$ cat src/rtl/onehot_rr_arbiter.sv
// Round-robin arbiter with registered one-hot grant for a shared one-hot mux.
// Grants are held until done or a tenure timeout; release re-arbitrates with no bubble.
module onehot_rr_arbiter #(
   parameter int REQ_CNT   = 8,
   parameter int IDX_WIDTH = $clog2(REQ_CNT),
   parameter int MAX_HOLD  = 16
) (
   input  logic                 clk,
   input  logic                 rst_n,
   input  logic [REQ_CNT-1:0]   req,
   input  logic                 done,
   output logic [REQ_CNT-1:0]   gnt,
   output logic [IDX_WIDTH-1:0] gnt_idx,
   output logic                 gnt_vld,
   output logic                 timeout,
   output logic                 err
);

   localparam int HOLD_W   = $clog2(MAX_HOLD) + 1;
   localparam int HOLD_LIM = (MAX_HOLD > 0) ? MAX_HOLD - 1 : 0;
   localparam logic [HOLD_W-1:0] HOLD_LIM_V = HOLD_W'(HOLD_LIM);

   typedef enum logic {IDLE, BUSY} state_t;

   state_t               state_reg;
   logic [IDX_WIDTH-1:0] rr_ptr_reg;
   logic [IDX_WIDTH-1:0] gnt_idx_reg;
   logic [REQ_CNT-1:0]   gnt_reg;
   logic                 gnt_vld_reg;
   logic                 timeout_reg;
   logic                 err_reg;
   logic [HOLD_W-1:0]    hold_cnt_reg;

   logic [IDX_WIDTH-1:0] next_ptr;
   logic [IDX_WIDTH-1:0] arb_ptr;
   logic [IDX_WIDTH-1:0] pick_idx;
   logic [IDX_WIDTH-1:0] pos_idx;
   logic [REQ_CNT-1:0]   pick_onehot;
   logic                 pick_found;
   logic                 hold_expired;
   logic                 release_now;
   int                   pos;

   assign next_ptr     = (gnt_idx_reg == IDX_WIDTH'(REQ_CNT - 1)) ? '0
                                                                 : gnt_idx_reg + IDX_WIDTH'(1);
   assign hold_expired = (MAX_HOLD != 0) && (hold_cnt_reg == HOLD_LIM_V);
   assign release_now  = (state_reg == BUSY) && (done || hold_expired);
   // On release the departing owner's successor becomes the priority start.
   assign arb_ptr      = (state_reg == BUSY) ? next_ptr : rr_ptr_reg;
   assign pick_found   = |req;

   // Scan downward in offset so the closest request at or above arb_ptr wins last.
   always_comb begin
      pick_idx = '0;
      pos      = 0;
      pos_idx  = '0;
      for (int k = REQ_CNT - 1; k >= 0; k--) begin
         pos = int'(arb_ptr) + k;
         if (pos >= REQ_CNT) pos = pos - REQ_CNT;
         pos_idx = IDX_WIDTH'(pos);
         if (req[pos_idx]) pick_idx = pos_idx;
      end
   end

   generate
      for (genvar gi = 0; gi < REQ_CNT; gi++) begin : g_onehot
         assign pick_onehot[gi] = (pick_idx == IDX_WIDTH'(gi));
      end
   endgenerate

   always_ff @(posedge clk or negedge rst_n) begin
      if (!rst_n) begin
         state_reg    <= IDLE;
         rr_ptr_reg   <= '0;
         gnt_idx_reg  <= '0;
         gnt_reg      <= '0;
         gnt_vld_reg  <= 1'b0;
         timeout_reg  <= 1'b0;
         err_reg      <= 1'b0;
         hold_cnt_reg <= '0;
      end else begin
         timeout_reg <= 1'b0;
         err_reg     <= 1'b0;
         case (state_reg)
            IDLE: begin
               if (done) begin
                  err_reg <= 1'b1;
               end else if (pick_found) begin
                  state_reg    <= BUSY;
                  gnt_reg      <= pick_onehot;
                  gnt_idx_reg  <= pick_idx;
                  gnt_vld_reg  <= 1'b1;
                  hold_cnt_reg <= '0;
               end
            end
            BUSY: begin
               if (release_now) begin
                  rr_ptr_reg   <= next_ptr;
                  timeout_reg  <= !done;
                  hold_cnt_reg <= '0;
                  if (pick_found) begin
                     gnt_reg     <= pick_onehot;
                     gnt_idx_reg <= pick_idx;
                  end else begin
                     state_reg   <= IDLE;
                     gnt_reg     <= '0;
                     gnt_idx_reg <= '0;
                     gnt_vld_reg <= 1'b0;
                  end
               end else if (hold_cnt_reg != '1) begin
                  hold_cnt_reg <= hold_cnt_reg + HOLD_W'(1);
               end
            end
            default: state_reg <= IDLE;
         endcase
      end
   end

   assign gnt     = gnt_reg;
   assign gnt_idx = gnt_idx_reg;
   assign gnt_vld = gnt_vld_reg;
   assign timeout = timeout_reg;
   assign err     = err_reg;

endmodule

$ cat config.mk
export PLATFORM = sky130hd
export DESIGN_NAME = onehot_rr_arbiter
export DESIGN_NICKNAME = d
export VERILOG_FILES = /design/src/rtl/onehot_rr_arbiter.sv
export SDC_FILE = /design/constraint.sdc
export NUM_CORES = 1
export LEC_CHECK = 0
export CORE_ASPECT_RATIO = 1.5
export CORE_MARGIN = 2
export CORE_UTILIZATION = 30
export CTS_CLUSTER_SIZE = 30
export DETAILED_ROUTE_END_ITERATION = 10
export SYNTH_ARGS = -nofsm -noshare
export SYNTH_HDL_FRONTEND = slang
export SYNTH_SLANG_ARGS = --single-unit
$ cat constraint.sdc
create_clock -name clk -period 4.1 [get_ports clk]
set_clock_uncertainty 0.15 [all_clocks]
set_input_delay 0.82 -clock clk [delete_from_list [all_inputs] [get_ports clk]]
set_output_delay 0.82 -clock clk [all_outputs]
set_load 0.05 [all_outputs]
=== Yosys cells after proc, flatten, opt, wreduce, memory -nomap -nowiden ===
Cells that the tools add are included.

* Output and inout port bits: 14
* Register bits: 23

* Bitwise operators: 1
* Multiplexer cells: 62
* $lt $le $gt $ge: 16
* Equality and inequality tests: 15
* Reduce and logical (&&, ||, !) cells: 9
* $add $sub $neg: 17

{| class="wikitable"
|+ Operators with widths
! operator !! number
|-
| 3-bit two-way mux || 22
|-
| 3-bit by 4-bit less-than comparator with 1-bit output (second input constant) || 8
|-
| 8-bit two-way mux || 4
|-
| 4-bit >= comparator (second input constant) || 7
|-
| 1-bit binary-select mux with 3-bit select || 8
|-
| 3-bit by 1-bit subtractor with 3-bit output (second input constant) || 8
|-
| 5-bit two-way mux || 4
|-
| 1-bit two-way mux || 19
|-
| 3-bit by 3-bit adder with 4-bit output (second input constant) || 4
|-
| 8-bit case mux with 2 select lines || 1
|-
| 3-bit == test (second input constant) || 5
|-
| 5-bit case mux with 2 select lines || 1
|-
| 3-bit by 2-bit adder with 4-bit output (second input constant) || 2
|-
| 8-bit OR reduction || 1
|-
| 3-bit by 2-bit == test with 1-bit output (second input constant) || 2
|-
| 2-bit != test (second input constant) || 3
|-
| 3-bit case mux with 2 select lines || 1
|-
| 3-bit AND reduction || 2
|-
| 5-bit by 1-bit adder with 5-bit output (second input constant) || 1
|-
| 5-bit by 4-bit == test with 1-bit output (second input constant) || 1
|-
| 5-bit != test (second input constant) || 1
|-
| 3-bit by 1-bit adder with 4-bit output (second input constant) || 1
|-
| 3-bit by 4-bit >= comparator with 1-bit output (second input constant) || 1
|-
| 1-bit case mux with 2 select lines || 2
|-
| 11 further kinds || 11
|}

=== Logic depth before layout (Yosys ltp) ===
Gate-level depths: netlist of run 1.

* Word-level depth: 20
* Depth in mapped cells: 15
* Gate-level depth less buffers: 14

=== Least setup slack after synthesis of run 1 ===
No wires, ideal clock.

* Path kind: reg2reg
* From: register gnt_idx_reg[0], in the netlist gnt_idx[0]
* To: register gnt_reg[5], in the netlist gnt[5]
* Arrival time: 3.506 ns
* Stages on the path, launching flop included: 16
* Setup slack: 0.323 ns
* Setup time: 0.122 ns
* Buffers on the path: 1
* Path through: dfrtp_1 > ha_1 > ha_1 > nor2b_1 > mux2i_4 > ha_1 > buf_2 > mux2i_1 > o21ai_0 > nand3_1 > a21oi_1 > a211o_1 > a32o_1 > a32oi_2 > nor2_1 > a32o_1

* Longest elaborated chain between the ends: 20
* Elaborated cells between the ends (all ways): 65
* Those cells by class: add/sub: 16; order compare: 8; eq/ne: 2; mux: 39

{| class="wikitable"
|+ Ends and longest elaborated chain
! item !! line !! source
|-
| from (decl) || 27 || <nowiki>logic [IDX_WIDTH-1:0] gnt_idx_reg;</nowiki>
|-
| from (signal assigned) || 91 || <nowiki>gnt_idx_reg <= pick_idx;</nowiki>
|-
| from (signal assigned) || 103 || <nowiki>gnt_idx_reg <= pick_idx;</nowiki>
|-
| 3-bit by 1-bit adder with 3-bit output or 3-bit == test (tied branches) || 45, 44 ||
|-
| 3-bit two-way mux (*) || 44 || <nowiki>assign next_ptr = (gnt_idx_reg == IDX_WIDTH'(REQ_CNT - 1)) ? '0</nowiki>
|-
| 3-bit two-way mux (*) || 49 || <nowiki>assign arb_ptr = (state_reg == BUSY) ? next_ptr : rr_ptr_reg;</nowiki>
|-
| 3-bit by 3-bit adder with 4-bit output || 58 || <nowiki>pos = int'(arb_ptr) + k;</nowiki>
|-
| 4-bit >= comparator or 3-bit by 1-bit subtractor with 3-bit output (tied branches) || 59 || <nowiki>if (pos >= REQ_CNT) pos = pos - REQ_CNT;</nowiki>
|-
| 3-bit two-way mux || 59 ||
|-
| 1-bit binary-select mux with 3-bit select || 61 || <nowiki>if (req[pos_idx]) pick_idx = pos_idx;</nowiki>
|-
| 1-bit two-way mux (not written as such) || 61 ||
|-
| 3-bit two-way mux (7 in a row) || 61 ||
|-
| 3-bit two-way mux (*) || 61 ||
|-
| 3-bit == test (*) || 67 || <nowiki>assign pick_onehot[gi] = (pick_idx == IDX_WIDTH'(gi));</nowiki>
|-
| 8-bit two-way mux (on tied branches) || 101, 88 ||
|-
| 8-bit two-way mux (on tied branches) || 97, 86 ||
|-
| 8-bit case mux with 2 select lines (*) || 84 || <nowiki>case (state_reg)</nowiki>
|-
| to (signal assigned) || 90 || <nowiki>gnt_reg <= pick_onehot;</nowiki>
|-
| to (signal assigned) || 102 || <nowiki>gnt_reg <= pick_onehot;</nowiki>
|-
| to (decl) || 28 || <nowiki>logic [REQ_CNT-1:0] gnt_reg;</nowiki>
|}

Mark *: on every way between the ends. The rest lies on a longest branch, timed or not. The select of a mux whose other input is x is not followed.
A chain may end at the register's enable or synchronous reset.

=== Worst setup path in the final report of run 1 ===
* From: register gnt_idx_reg[0], in the netlist gnt_idx[0]
* To: register gnt_reg[0], in the netlist gnt[0]

* Longest elaborated chain between the ends: 20
* Elaborated cells between the ends (all ways): 65
* Those cells by class: add/sub: 16; order compare: 8; eq/ne: 1; mux: 39; reduce/logical: 1

{| class="wikitable"
|+ Ends and longest elaborated chain
! item !! line
|-
| 3-bit by 1-bit adder with 3-bit output or 3-bit == test (tied branches) || 45, 44
|-
| 3-bit two-way mux (*) || 44
|-
| 3-bit two-way mux (*) || 49
|-
| 3-bit by 3-bit adder with 4-bit output || 58
|-
| 4-bit >= comparator or 3-bit by 1-bit subtractor with 3-bit output (tied branches) || 59
|-
| 3-bit two-way mux || 59
|-
| 1-bit binary-select mux with 3-bit select || 61
|-
| 1-bit two-way mux (not written as such) || 61
|-
| 3-bit two-way mux (7 in a row) || 61
|-
| 3-bit two-way mux (*) || 61
|-
| 3-bit logical NOT (*) || 67
|-
| 8-bit two-way mux (on tied branches) || 101, 88
|-
| 8-bit two-way mux (on tied branches) || 97, 86
|-
| 8-bit case mux with 2 select lines (*) || 84
|}

Marks and branches as above.

==> qor.txt, run 1 <==
Synth Warn # = 0
Synth unique cells = 57
Syn_nets = 227
Clock root cell = clkbuf_8
Setup violators final = 0
IO Count = 25
Initial antenna violation count = 0
Yosys reg bits = 23
Async set-reset flop share out of synthesis = 1.00
Die Y = 101 um
Final period util = 0.907
Antenna cell count = 0
Critical Path AT = 3.74 ns
Final ANT Viol Nets = 0
Launch point of the critical path = gnt_idx[0]
PortBufs = 24
CTS tree = yes
Sequential area share after synthesis = 0.305
All-Layer GR Usage = 0.156
CP Data Required Time = 4.12 ns
Final Instance Area = 2260 um2
Clock transition at the registers of the reported paths = 0.07 ns
Max reg flops = 8
Fin. Hold Viols = 0
R2r startpoint = gnt_idx[0]
Placed cell area = 2190 um2
Area Growth Syn to Fin = 19.7%
Layout net count = 253
Vias in the first global route = 1808
Max Root-Sink Buffers = 2
Pin count of the biggest net entering global routing = 24
Layout cells sized above 1 = 0.129
GRT met2 Usage = 0.266
Fillers = 657
Least-Margin Pin Slew = 1.01 ns
Grt ovf = 0
Final Max Slew Viols = 0
Starting Density = 0.308
Drt pass-1 iters = 4
Final Critical Period = 3.72 ns
Crit Path Category = register to register
Drt drc = 0
Clk sinks = 23
Crit path max fanout = 9
Vias/cell = 5.64
Top FF cell, synth = dfrtp_1
Met1 usage = 0.166
Core region area = 6130 um2
Grt met3 use = 0.0144
Max Cap Viol = 0
Post-Layout Cell Count = 307
TritonCTS Buffers = 3
Die Wd = 68.8 um
Crit. End Element = register
Synthesized area = 1890 um2
Rel. slew slack = 0.322
Detail Placement HPWL = 3870 um
Status = finished clean
Routed len/inst = 16.1 um
Placed Cells = 303
Clk_lat worst skew = 0.26 ns
Worst min path class = register to register
GR peak layer = met2
Syn avg cell area = 9.08 um2
Startpoint types = register
Mapped Cells = 208
H-tree depth = 1
Vias = 1730
Site row count = 35
Hold buffer count at cts = 0
DR iter-0 viols = 44
Hold depth = 2
Most common cell after layout, fill and taps aside = nand2_1
Number of flops mapped to enable cells by yosys = 0
R2r worst-path depth = 14
Min-delay src = gnt[6]
Die area = 6960 um2
Post-Route Setup TNS = 0 ns
Commonest cells after routing, fill and taps aside = nand2_1 (28), clkdlybuf4s50_1 (24), dfrtp_1 (23)
First-pass GRT wire length = 8270 um
Unrepaired setup endpoints after global routing = no
Final Util = 0.369
Fmax = 269 MHz
RD Place Congestion = 0.939
Drt total wl = 4950 um
## stage by stage
step	setup WS [ns]	hold slack, ns
2_1_floorplan	0.323	0.315
3_3_place_gp	0.250	0.322
3_5_place_dp	0.176	0.323
4_1_cts	0.174	0.339
5_1_grt	0.101	0.379
6_report	0.383	0.334
## metal layers
| layer | up-vias | part of all wire |
|---|---|---|
| met3 | 31 | 0.038 |
| li1 | 825 | - |
| met4 | 0 | 0.085 |
| met1 | 805 | 0.38 |
| met2 | 69 | 0.49 |
| met5 | - | 0 |
## area by class of cell
type,count,area [um2],area share
well taps,74,92.6,0.0410
flip-flops and latches,23,576,0.255
multi-input cells,173,1260,0.559
clock buffers,4,45.0,0.0199
repair buffers,26,255,0.113
inverters,7,28.8,0.0127
## worst paths after layout
kind	slack [ns]	to
hold / removal	0.33	gnt[6]
setup / recovery	0.38	gnt[0]
hold reg to reg	0.33	gnt[6]
setup reg to reg	0.38	gnt[0]
min in group asynchronous	0.96	hold_cnt_reg[1]
max in group asynchronous	2.23	gnt[4]
## cells by family after synthesis
logic type	share of synthesized area
buf+inv	0.0384
mux	0.160
xor+xnor	0.0186
flops	0.305
simple gates	0.210
fa+ha+maj	0.0530
compound gates	0.215
## worst max-delay path, cell delays in order, from the launching register on
cell and delay, ns:
dfrtp_1 0.45, ha_1 0.23, ha_1 0.20, nor2b_2 0.17
mux2i_4 0.16, ha_2 0.42, buf_4 0.20, mux2i_1 0.24
nand2_1 0.12, nand3_1 0.13, o21ai_0 0.14, a21boi_1 0.29
a21oi_2 0.13, o31a_1 0.36, o31ai_1 0.25
## synth_stat cells (2+ instances only)
| cell | count | area, um2 |
|---|---|---|
| nand2_1 | 28 | 105 |
| mux2i_1 | 14 | 140 |
| o31ai_1 | 6 | 45.0 |
| inv_1 | 4 | 15.0 |
| a21oi_1 | 6 | 30.0 |
| xnor2_1 | 4 | 35.0 |
| a22o_1 | 2 | 17.5 |
| nand3_1 | 11 | 55.1 |
| a21boi_0 | 2 | 15.0 |
| nor3_1 | 2 | 10.0 |
| mux2i_4 | 2 | 45.0 |
| nand2b_1 | 2 | 12.5 |
| and2_1 | 3 | 18.8 |
| o21ai_1 | 4 | 20.0 |
| ha_1 | 8 | 100 |
| o21ai_0 | 12 | 60.1 |
| a211o_1 | 3 | 26.3 |
| or4_1 | 2 | 15.0 |
| dfrtp_1 | 23 | 576 |
| o22ai_1 | 5 | 31.3 |
| mux2_2 | 8 | 90.1 |
| and3_1 | 3 | 18.8 |
| nor2_1 | 15 | 56.3 |
| a32o_1 | 5 | 50.1 |
| inv_2 | 2 | 7.51 |
## repair_timing
item / in CTS / in global routing
endpoints found under the setup margin: 0 / 10
endpoints found under the hold margin: 0 / 0
resized for setup: 0 / 6
buffers inserted: 0 / 0
Power of run 1 is left out: the tool's default activity adds up to more than one toggle a clock period on the data nets, which glitch-free logic cannot reach.
==> inputs of run 2 (changes only) <==
--- a/config.mk
+++ b/config.mk
@@ -10,6 +10,7 @@
 export CORE_UTILIZATION = 30
 export CTS_CLUSTER_SIZE = 30
 export DETAILED_ROUTE_END_ITERATION = 10
+export SETUP_SLACK_MARGIN = 0.3
 export SYNTH_ARGS = -nofsm -noshare
 export SYNTH_HDL_FRONTEND = slang
 export SYNTH_SLANG_ARGS = --single-unit
==> run 2 against run 1 <==
  * Worst hold slack about the same
  * Flip-flop and latch count stayed put
  * Design area increased by 1.3%
  * Clock-buffer cell count unchanged
  * Die area unchanged
  * Non-clock buffer count unchanged
  * Via count is 0.35% lower
  * Core utilization increased by 0.49 points
  * Critical path type unchanged
  * Largest cell class unchanged
==> qor.txt, run 2 (synthesis results as in run 1) <==
Status = finished clean
Rel. slew slack = 0.323
Drt pass-1 iters = 5
Hold Crit Endpoint = gnt[6]
Pin count of the biggest net entering global routing = 24
First-pass GRT wire length = 8250 um
CP Data Required Time = 4.12 ns
Layout cells sized above 1 = 0.142
Most common cell after layout, fill and taps aside = nand2_1
Max stage delay on crit path = 0.45 ns
Area Growth Syn to Fin = 21.3%
Crit Path Category = register to register
Initial antenna violation count = 0
Hold buffer count at cts = 0
Least-Margin Pin Slew = 1.01 ns
Vias/cell = 5.62
TritonCTS Buffers = 3
Core region area = 6130 um2
Starting Density = 0.308
Hold_ws = 0.334 ns
CTS tree = yes
Die area = 6960 um2
R2r startpoint = gnt_idx[0]
Setup violators final = 0
Max reg flops = 8
Grt ovf = 0
Final Util = 0.373
Hold depth = 2
Die Y = 101 um
Final ANT Viol Nets = 0
Fin. Hold Viols = 0
Vias in the first global route = 1818
DR iter-0 viols = 46
Final Critical Period = 3.62 ns
Die Wd = 68.8 um
RD Place Congestion = 0.939
Clock root cell = clkbuf_8
Critical path cell sequence = ha_1 > nor2b_2 > mux2i_4 > ha_4 > buf_4 > mux2i_2 > nand2_1 > nand3_1 > o21ai_0 > a21boi_1 > a21oi_2 > o31a_1 > o31ai_1
Detail Placement HPWL = 3870 um
Worst min path class = register to register
Clk_lat worst skew = 0.26 ns
Crit path max-delay family = compound AO/OA/AOI/OAI gates
Post-Route Setup TNS = 0 ns
Clk sinks = 23
Commonest cells after routing, fill and taps aside = nand2_1 (28), clkdlybuf4s50_1 (24), dfrtp_1 (23)
Reg2reg setup slack = 0.48 ns
Final Max Slew Viols = 0
Site row count = 35
Final period util = 0.883
IO Count = 25
PortBufs = 24
Routed len/inst = 16.1 um
Clock transition at the registers of the reported paths = 0.07 ns
Max Root-Sink Buffers = 2
Worst path slowest cell = dfrtp_1
R2R Path End = gnt[0]
Unrepaired setup endpoints after global routing = yes
Crit path max fanout = 9
Antenna cell count = 0
Vias = 1724
H-tree depth = 1
Startpoint types = register
R2r worst-path depth = 13
Crit. End Element = register
Buffers and inverters on the worst path = 1
Drt drc = 0
Critical Path AT = 3.64 ns
All-Layer GR Usage = 0.155
Drt total wl = 4940 um
Max Cap Viol = 0
Fmax = 276 MHz
Layout net count = 253
Min-delay src = gnt[6]
run 2: cell types whose count changed in the layout (fill, tap and decap cells not counted):
cell / before / now
ha_2: 1 / 0
o21ai_1: 4 / 3
mux2i_2: 0 / 1
mux2i_4: 2 / 3
o21ai_2: 0 / 1
ha_4: 0 / 1
mux2i_1: 14 / 12
run 2: through the flow:
stage	area, um2	cells	setup WS (ns)
finish	2290	307	0.480
global placement	2190	303	0.250
global route	2290	307	0.288
CTS	2260	307	0.312
floorplan	1890	208	0.323
detailed placement	2190	303	0.176
run 2: timing repair:
item / CTS / global route
resized for setup: 5 / 6
setup buffers: 0 / 0
pin swaps: 0 / 1
setup endpoints to repair: 10 / 11
run 2: how the worst max path moves through the flow:
stage / start / to / slack (ns) / cells after the start
2_1_floorplan: gnt_idx[0] / gnt[5] / 0.32 / 15
3_3_place_gp: gnt_idx[0] / gnt[3] / 0.25 / 13
3_5_place_dp: gnt_idx[0] / gnt[5] / 0.18 / 13
4_1_cts: gnt_idx[0] / gnt[7] / 0.31 / 14
5_1_grt: gnt_idx[0] / gnt[6] / 0.29 / 13
6_report: gnt_idx[0] / gnt[0] / 0.48 / 13
run 2: worst register-to-register path, cell delays in order (launching register included):
cell,delay [ns]
dfrtp_1,0.45
ha_1,0.32
nor2b_2,0.17
mux2i_4,0.36
ha_4,0.30
buf_4,0.18
mux2i_2,0.19
nand2_1,0.12
nand3_1,0.13
o21ai_0,0.14
a21boi_1,0.28
a21oi_2,0.13
o31a_1,0.36
o31ai_1,0.26
run 2: per-layer routing:
metal  global-route usage  vias to the layer above  share of wire
li1                     -                      829              -
met1                0.162                      796           0.38
met2                0.268                       66           0.50
met3               0.0144                       33          0.034
met4                0.131                        0          0.089
met5                    0                        -              0
run 2: area by class of cell:
cell class                 instances  area (um2)
timing repair buffer              26         255
multi-input combinational        173        1290
inverter                           7        28.8
clock buffer                       4        45.0
sequential                        23         576
tap                               74        92.6
fill                             652        3840
Power of run 2 is left out for the same reason.
